[src/rtl/pipe_stage_regs_pkg.sv]
// Shared definitions for the IF/ID/EX pipeline register slice:
// control bundle layout, bit positions and NOP constants.
package pipe_stage_regs_pkg;

  localparam int CTRL_W = 9;

  // Bit positions inside {RegDst, ALUSrc, MemtoReg, RegWrite, MemRead, MemWrite, Branch, ALUOp[1:0]}
  localparam int CTRL_REGDST   = 8;
  localparam int CTRL_ALUSRC   = 7;
  localparam int CTRL_MEMTOREG = 6;
  localparam int CTRL_REGWRITE = 5;
  localparam int CTRL_MEMREAD  = 4;
  localparam int CTRL_MEMWRITE = 3;
  localparam int CTRL_BRANCH   = 2;
  localparam int CTRL_ALUOP_HI = 1;
  localparam int CTRL_ALUOP_LO = 0;

  localparam logic [CTRL_W-1:0] CTRL_NOP  = 9'b0;
  localparam logic [31:0]       INSTR_NOP = 32'b0;

  typedef struct packed {
    logic       reg_dst;
    logic       alu_src;
    logic       mem_to_reg;
    logic       reg_write;
    logic       mem_read;
    logic       mem_write;
    logic       branch;
    logic [1:0] alu_op;
  } ctrl_t;

  function automatic logic ctrl_mem_read(input logic [CTRL_W-1:0] c);
    return c[CTRL_MEMREAD];
  endfunction

endpackage

[src/rtl/pipe_stage_regs_pipe_reg.sv]
// Generic pipeline register: async active-low reset, synchronous clear
// that wins over load enable.
module pipe_reg #(
  parameter int WIDTH = 32
) (
  input  logic             clk,
  input  logic             rst_n,
  input  logic             en,
  input  logic             clr,
  input  logic [WIDTH-1:0] d,
  output logic [WIDTH-1:0] q
);

  logic [WIDTH-1:0] q_q;
  logic [WIDTH-1:0] q_d;

  always_comb begin
    q_d = q_q;
    if (clr) begin
      q_d = '0;
    end else if (en) begin
      q_d = d;
    end
  end

  always_ff @(posedge clk or negedge rst_n) begin
    if (!rst_n) begin
      q_q <= '0;
    end else begin
      q_q <= q_d;
    end
  end

  assign q = q_q;

endmodule

[src/rtl/pipe_stage_regs.sv]
// PC, IF/ID and ID/EX pipeline registers with flush, stall and bubble
// handling, plus a saturating count of bubble-inserted cycles.
module pipe_stage_regs
  import pipe_stage_regs_pkg::*;
#(
  parameter int DW = 32
) (
  input  logic              clk,
  input  logic              rst_n,
  input  logic [DW-1:0]     pc_next,
  input  logic              pc_write,
  input  logic              if_id_write,
  input  logic              bubble,
  input  logic              flush,
  input  logic [DW-1:0]     if_instr,
  input  logic [DW-1:0]     if_pc4,
  input  logic [CTRL_W-1:0] id_ctrl,
  input  logic [4:0]        id_rs,
  input  logic [4:0]        id_rt,
  input  logic [4:0]        id_rd,
  input  logic [DW-1:0]     id_rd1,
  input  logic [DW-1:0]     id_rd2,
  input  logic [DW-1:0]     id_imm,
  output logic [DW-1:0]     pc,
  output logic [DW-1:0]     if_id_instr,
  output logic [DW-1:0]     if_id_pc4,
  output logic [CTRL_W-1:0] id_ex_ctrl,
  output logic [4:0]        id_ex_rs,
  output logic [4:0]        id_ex_rt,
  output logic [4:0]        id_ex_rd,
  output logic [DW-1:0]     id_ex_rd1,
  output logic [DW-1:0]     id_ex_rd2,
  output logic [DW-1:0]     id_ex_imm,
  output logic              id_ex_memread,
  output logic [15:0]       stall_cnt
);

  localparam int IDEX_DATA_W = 3 * 5 + 3 * DW;

  logic                   pc4_en;
  logic [IDEX_DATA_W-1:0] idex_data_d;
  logic [IDEX_DATA_W-1:0] idex_data_q;
  logic [15:0]            stall_cnt_q;
  logic [15:0]            stall_cnt_d;

  pipe_reg #(.WIDTH(DW)) u_pc (
    .clk   (clk),
    .rst_n (rst_n),
    .en    (pc_write),
    .clr   (1'b0),
    .d     (pc_next),
    .q     (pc)
  );

  // A flush squashes the instruction to NOP but leaves pc4 untouched.
  pipe_reg #(.WIDTH(DW)) u_if_id_instr (
    .clk   (clk),
    .rst_n (rst_n),
    .en    (if_id_write),
    .clr   (flush),
    .d     (if_instr),
    .q     (if_id_instr)
  );

  assign pc4_en = if_id_write & ~flush;

  pipe_reg #(.WIDTH(DW)) u_if_id_pc4 (
    .clk   (clk),
    .rst_n (rst_n),
    .en    (pc4_en),
    .clr   (1'b0),
    .d     (if_pc4),
    .q     (if_id_pc4)
  );

  // bubble=0 zeroes control so the stalled slot never writes state.
  pipe_reg #(.WIDTH(CTRL_W)) u_id_ex_ctrl (
    .clk   (clk),
    .rst_n (rst_n),
    .en    (1'b1),
    .clr   (~bubble),
    .d     (id_ctrl),
    .q     (id_ex_ctrl)
  );

  assign idex_data_d = {id_rs, id_rt, id_rd, id_rd1, id_rd2, id_imm};

  pipe_reg #(.WIDTH(IDEX_DATA_W)) u_id_ex_data (
    .clk   (clk),
    .rst_n (rst_n),
    .en    (1'b1),
    .clr   (1'b0),
    .d     (idex_data_d),
    .q     (idex_data_q)
  );

  assign {id_ex_rs, id_ex_rt, id_ex_rd, id_ex_rd1, id_ex_rd2, id_ex_imm} = idex_data_q;
  assign id_ex_memread = ctrl_mem_read(id_ex_ctrl);

  always_comb begin
    stall_cnt_d = stall_cnt_q;
    if (!bubble && (stall_cnt_q != 16'hFFFF)) begin
      stall_cnt_d = stall_cnt_q + 16'd1;
    end
  end

  always_ff @(posedge clk or negedge rst_n) begin
    if (!rst_n) begin
      stall_cnt_q <= 16'd0;
    end else begin
      stall_cnt_q <= stall_cnt_d;
    end
  end

  assign stall_cnt = stall_cnt_q;

endmodule

[config.mk]
export PLATFORM = sky130hd
export DESIGN_NAME = pipe_stage_regs
export DESIGN_NICKNAME = d
export VERILOG_FILES = /design/src/rtl/pipe_stage_regs_pkg.sv /design/src/rtl/pipe_stage_regs_pipe_reg.sv /design/src/rtl/pipe_stage_regs.sv
export SDC_FILE = /design/constraint.sdc
export NUM_CORES = 1
export LEC_CHECK = 0
export BUFFER_PORTS_ARGS = -buffer_cell sky130_fd_sc_hd__buf_2
export CELL_PAD_IN_SITES_DETAIL_PLACEMENT = 1
export CELL_PAD_IN_SITES_GLOBAL_PLACEMENT = 1
export CORE_AREA = 5 5 174 176
export CTS_BUF_LIST = sky130_fd_sc_hd__clkbuf_2 sky130_fd_sc_hd__clkbuf_4 sky130_fd_sc_hd__clkbuf_8
export CTS_CLUSTER_SIZE = 10
export DETAILED_ROUTE_END_ITERATION = 8
export DIE_AREA = 0 0 179 181
export PLACE_DENSITY = 0.72
export SYNTH_ARGS = -nofsm -noshare
export SYNTH_HDL_FRONTEND = slang
export SYNTH_SLANG_ARGS = --single-unit
[constraint.sdc]
create_clock -name clk -period 2.4 [get_ports clk]
set_input_delay 0 -clock clk [delete_from_list [all_inputs] [get_ports clk]]
set_output_delay 0 -clock clk [all_outputs]
set_load 0.01 [all_outputs]
Word level (Yosys, flattened, before mapping)
Index checks and enable logic that the tools add are counted.
- bits in read-only memories: 0
- bits of input ports: 222
- output and inout port bits: 233
- memories: 0
- bits in registers: 232
- RAM bits: 0
- logic and storage cells: 16
- latch bits: 0
- multiply operators: 0
- $add $sub $neg: 1
- bitwise logic cells: 2
- div/mod/pow operators: 0
- reductions and logical operators: 3
- multiplexer cells: 3
- shift operators: 0
- equal/unequal tests: 1
- magnitude comparators: 0
- operators with widths (operator ; count):
    2-to-1 mux 32 bit ; 2
    adder 16 x 1 -> 16 bit (second input constant) ; 1
    inequality test 16 bit (second input constant) ; 1
    2-to-1 mux 9 bit ; 1
    nonzero test 2 bit ; 1
    AND 1 bit ; 1
    logical AND 1 bit ; 1
    zero test 1 bit ; 1
    inverter 1 bit ; 1

Logic depth before layout (Yosys ltp)
- word-level depth: 2
- gate-level depth with buffers: 5

Cells and area by module
From an unflattened synthesis, not the netlist that was laid out.
- cells, all modules: 764
- area, all modules: 9701.8 um2
- modules (own cells, without submodules) (module ; cells an instance ; instances ; area each (um2) ; seq. area each (um2)):
    pipe_reg at u_id_ex_data ; 358 ; 1 ; 4574.4 ; 2777.7
    pipe_reg at u_if_id_instr ... ; 103 ; 3 ; 1323.8 ; 800.8
    pipe_stage_regs ; 68 ; 1 ; 792.0 ; 400.4
    pipe_reg at u_id_ex_ctrl ; 29 ; 1 ; 364.1 ; 225.2

Worst setup path after synthesis
No wires, ideal clock.
- path kind: reg-to-reg
- start point: register stall_cnt_q[6], in the netlist stall_cnt[6]
- end point: register stall_cnt_q[1], in the netlist stall_cnt[1]
- stages on the path, launching flop included: 5
- arrival: 1.642 ns
- buffers on the path: 0
- setup slack: 0.633 ns
- period minus slack after synthesis: 1.767 ns
- data required time: 2.275 ns
- path through: dfrtp_1 nand3_1 or4_4 o21ba_1 mux2_4
- cells in the longest elaborated chain, start to end: 2
- RTL lines (item ; line ; source):
    start: declaration ; pipe_stage_regs.sv:43 ; logic [15:0] stall_cnt_q;
    start signal: assignment ; pipe_stage_regs.sv:111 ; stall_cnt_q <= stall_cnt_d;
    inequality test 16 bit ; pipe_stage_regs.sv:102 ; if (!bubble && (stall_cnt_q != 16'hFFFF)) begin
    logical AND 1 bit ; pipe_stage_regs.sv:102 ;
Every way passes these cells.
A chain may end at the register's enable or synchronous reset.

Worst setup path in the final report
- start point: register stall_cnt_q[9], in the netlist stall_cnt[9]
- end point: register stall_cnt_q[1], in the netlist stall_cnt[1]
The elaborated chain is that of the path after synthesis.

==> impl_metrics.json <==
{
  "outcome": "completed",
  "hold_viol_final": 0,
  "powerDensity_nw_per_um2": 731,
  "clk_pin_slew_ns": 0.06,
  "core_area_sq_um": 28500,
  "p_leak_nw": 6.82,
  "finish.cell_count_without_fillers": 1579,
  "die_x_microns": 179,
  "critical-path-max-stage-delay_ns": 0.59,
  "max_freq_ghz": 0.538,
  "cts-resized-gates": 0,
  "clock_tree.root_cell": "sky130_fd_sc_hd__clkbuf_8",
  "final_max_slew_viol_count": 0,
  "fin_setup_tns_ns": 0,
  "route.detailed.vias_per_inst": 4.19,
  "final.setup.worst_slack_ns": 0.541,
  "post-dp-hpwl_microns": 19800,
  "ys_ff_latch": 232,
  "timing.hold.worst_path_depth": 3,
  "cts_hold_repair.buffers": 230,
  "final.hold.worst_slack_ns": 0.0431,
  "antenna_violating_nets_post_route": 0,
  "yosysWarnings": 0,
  "first_global_vias": 8106,
  "worst_r2r_src": "stall_cnt[9]$_DFFE_PN0P_",
  "synth-edff-count": 0,
  "clock_tree.htree_level_count": 2,
  "hold_start": "flush",
  "first_iter_violations": 153,
  "worst-endpoint-arrival_ns": 2.26,
  "critPathLaunchType": "flip-flop",
  "unrepaired_setup_endpoints_after_global_routing": "no",
  "finalWirelength_microns": 32600,
  "finalCriticalPeriod_ns": 1.86,
  "netlist_top_cells_count": "232 x sky130_fd_sc_hd__dfrtp_1, 65 x sky130_fd_sc_hd__mux2_2, 38 x sky130_fd_sc_hd__nor2_1",
  "area_of_the_die_sq_um": 32400,
  "yosys.cell_count.top_type": "sky130_fd_sc_hd__dfrtp_1",
  "number_of_antenna_violations_at_the_first_check_in_global_routing": 3,
  "worst_slew_pin_slew_ns": 0.762,
  "gpl.final_weighted_congestion": 0.804,
  "largest_fanout_on_the_critical_path": 6,
  "reg2regPathDepth": 4,
  "drc_violations_left": 0,
  "synth_top_area_frac": 0.774,
  "grt_max_degree": 93,
  "multi_input_comb_area_sq_um": 1610,
  "regToRegEndpoint": "stall_cnt[1]$_DFFE_PN0P_",
  "netlist.top_cell.by_area": "sky130_fd_sc_hd__dfrtp_1",
  "slew_headroom": 0.492,
  "grt_overflow": 0,
  "cp_cell_sequence": "nand3_1 > or4_4 > o21ba_1 > mux2_4",
  "final_setup_violation_count": 0,
  "dominantRegCellSynth": "sky130_fd_sc_hd__dfrtp_1",
  "yosysUniqueCellTypes": 32,
  "detailroute.via_count": 6621,
  "synthCells": 445,
  "path_delay_family": "simple AND/OR/NAND/NOR gates",
  "critical_path_buf_inv_count": 0,
  "max_cap_violations": 0,
  "whs_endpoint": "u_if_id_instr.q[12]$_DFFE_PN0P_",
  "critical_path_rt_ns": 2.80,
  "wire_per_inst_microns": 20.6,
  "area_growth_syn_to_layout_pct": 79.7,
  "setup_repair_bufs_after_cts": 0,
  "track_usage": 0.198,
  "drt_pre_antenna_iters": 4,
  "min_path_type": "in -> reg",
  "syn_avg_cell_area_sq_um": 16.9,
  "cts-root-to-sink-buffers": 3,
  "synthArstFlopShare": 1.00,
  "cp_num_cells": 4,
  "post_synth_instance_area_sq_um": 7500,
  "worstSkewPairLatency_ns": 0.52,
  "cp-end-kind": "flip-flop",
  "worst_clock_skew_ns": 0.00913,
  "timing_worst_setup_path_type": "reg -> reg",
  "ys_top_cells_by_area": "sky130_fd_sc_hd__dfrtp_1 77%, sky130_fd_sc_hd__mux2_2 9.8%, sky130_fd_sc_hd__mux2i_1 4.3%, sky130_fd_sc_hd__nor2_1 1.9%, sky130_fd_sc_hd__xnor2_1 1.1%",
  "floorplan.die.height_microns": 181,
  "drive_above_1_share": 0.507,
  "initial_core_util": 0.264,
  "yosysSeqAreaShare": 0.774,
  "tritoncts.num_buffers": 40,
  "cts.sinks": 232,
  "io_buffer_count": 454,
  "critical-path-slowest-cell": "sky130_fd_sc_hd__or4_4",
  "preCtsSetupSlack_ns": 0.561,
  "cts_tree": "done",
  "syn_nets": 668,
  "max-vdd-ir-drop_uv": 475,
  "placed_cells_incl_taps": 1278,
  "first_pass_grt_wire_length_microns": 48800,
  "regToRegSetupSlack_ns": 0.54,
  "floorplan.rows": 62,
  "fin_nets": 1389,
  "finalCritPeriodShare": 0.775,
  "floorplan.io_pins": 455,
  "filler_cell_count": 3028,
  "sequential_cell_area_sq_um": 5810
}
## worst reg2reg max path, cell delays in order (launching register included)
cell,delay (ns)
sky130_fd_sc_hd__dfrtp_1,0.41
sky130_fd_sc_hd__nand3_1,0.21
sky130_fd_sc_hd__or4_4,0.59
sky130_fd_sc_hd__o21ba_1,0.22
sky130_fd_sc_hd__mux2_4,0.31
## worst max path at each step
stage / startpoint / to / slack [ns]
floorplan: stall_cnt[6]$_DFFE_PN0P_ / stall_cnt[1]$_DFFE_PN0P_ / 0.63
global placement: stall_cnt[9]$_DFFE_PN0P_ / stall_cnt[1]$_DFFE_PN0P_ / 0.60
detailed placement: stall_cnt[9]$_DFFE_PN0P_ / stall_cnt[1]$_DFFE_PN0P_ / 0.56
CTS: stall_cnt[9]$_DFFE_PN0P_ / stall_cnt[1]$_DFFE_PN0P_ / 0.54
global route: stall_cnt[9]$_DFFE_PN0P_ / stall_cnt[1]$_DFFE_PN0P_ / 0.43
finish: stall_cnt[9]$_DFFE_PN0P_ / stall_cnt[1]$_DFFE_PN0P_ / 0.54
## per-stage QoR
stage / util / total power [mW] / cell area [sq um]
5_1_grt: 0.474 / 10.3 / 13500
4_1_cts: 0.473 / 9.89 / 13500
2_1_floorplan: - / 4.98 / 7500
3_5_place_dp: 0.363 / 5.77 / 10300
6_report: 0.474 / 9.85 / 13500
3_3_place_gp: 0.363 / 5.72 / 10300
## flip-flops by register name, indices dropped and copies added (netlist names)
register / cells
stall_cnt: 16
u_id_ex_ctrl.q: 9
u_id_ex_data.q: 111
u_if_id_instr.q: 32
u_if_id_pc4.q: 32
u_pc.q: 32
## cells in the final DEF (no fill, tap or decap), drive strengths merged, types with 2 or more instances in the layout
master,count
buf,467
dfrtp,232
dlygate4sd3,230
mux2,67
clkbuf,61
nor2,38
mux2i,32
nand3,10
and2,9
xnor2,9
and3,5
diode,4
inv,4
nand4,4
a21oi,3
clkinv,3
o21ai,2
bufinv,2
or4,2
## routing by layer
layer | share of wire | GRT usage
met2 | 0.53 | 0.366
met1 | 0.35 | 0.209
met3 | 0.087 | 0.0598
met5 | 0 | 0
met4 | 0.033 | 0.0755
## cell families after synthesis
| logic type | synth area share |
|---|---|
| XOR/XNOR | 0.0117 |
| buffers and inverters | 0.0120 |
| adder cells (fa/ha/maj) | 0.00167 |
| flip-flops | 0.774 |
| multiplexers | 0.144 |
| AND/OR/NAND/NOR | 0.0492 |
| AO/OA/AOI/OAI | 0.00784 |
## area by class of cell
| cell class | count | share of cell area |
|---|---|---|
| well taps | 384 | 0.0356 |
| clock buffers | 61 | 0.0558 |
| multi-input cells | 192 | 0.119 |
| diodes | 4 | 0.000742 |
| flip-flops and latches | 232 | 0.431 |
| repair buffers | 697 | 0.351 |
| clock inverters | 6 | 0.00622 |
| inverters | 3 | 0.000835 |
## power by group
part	switching, mW	internal [mW]
sequential	0.205	4.24
clock	1.60	2.20
combinational	0.777	0.831
total	2.58	7.27
No activity file was read; power rests on OpenSTA's default activity.
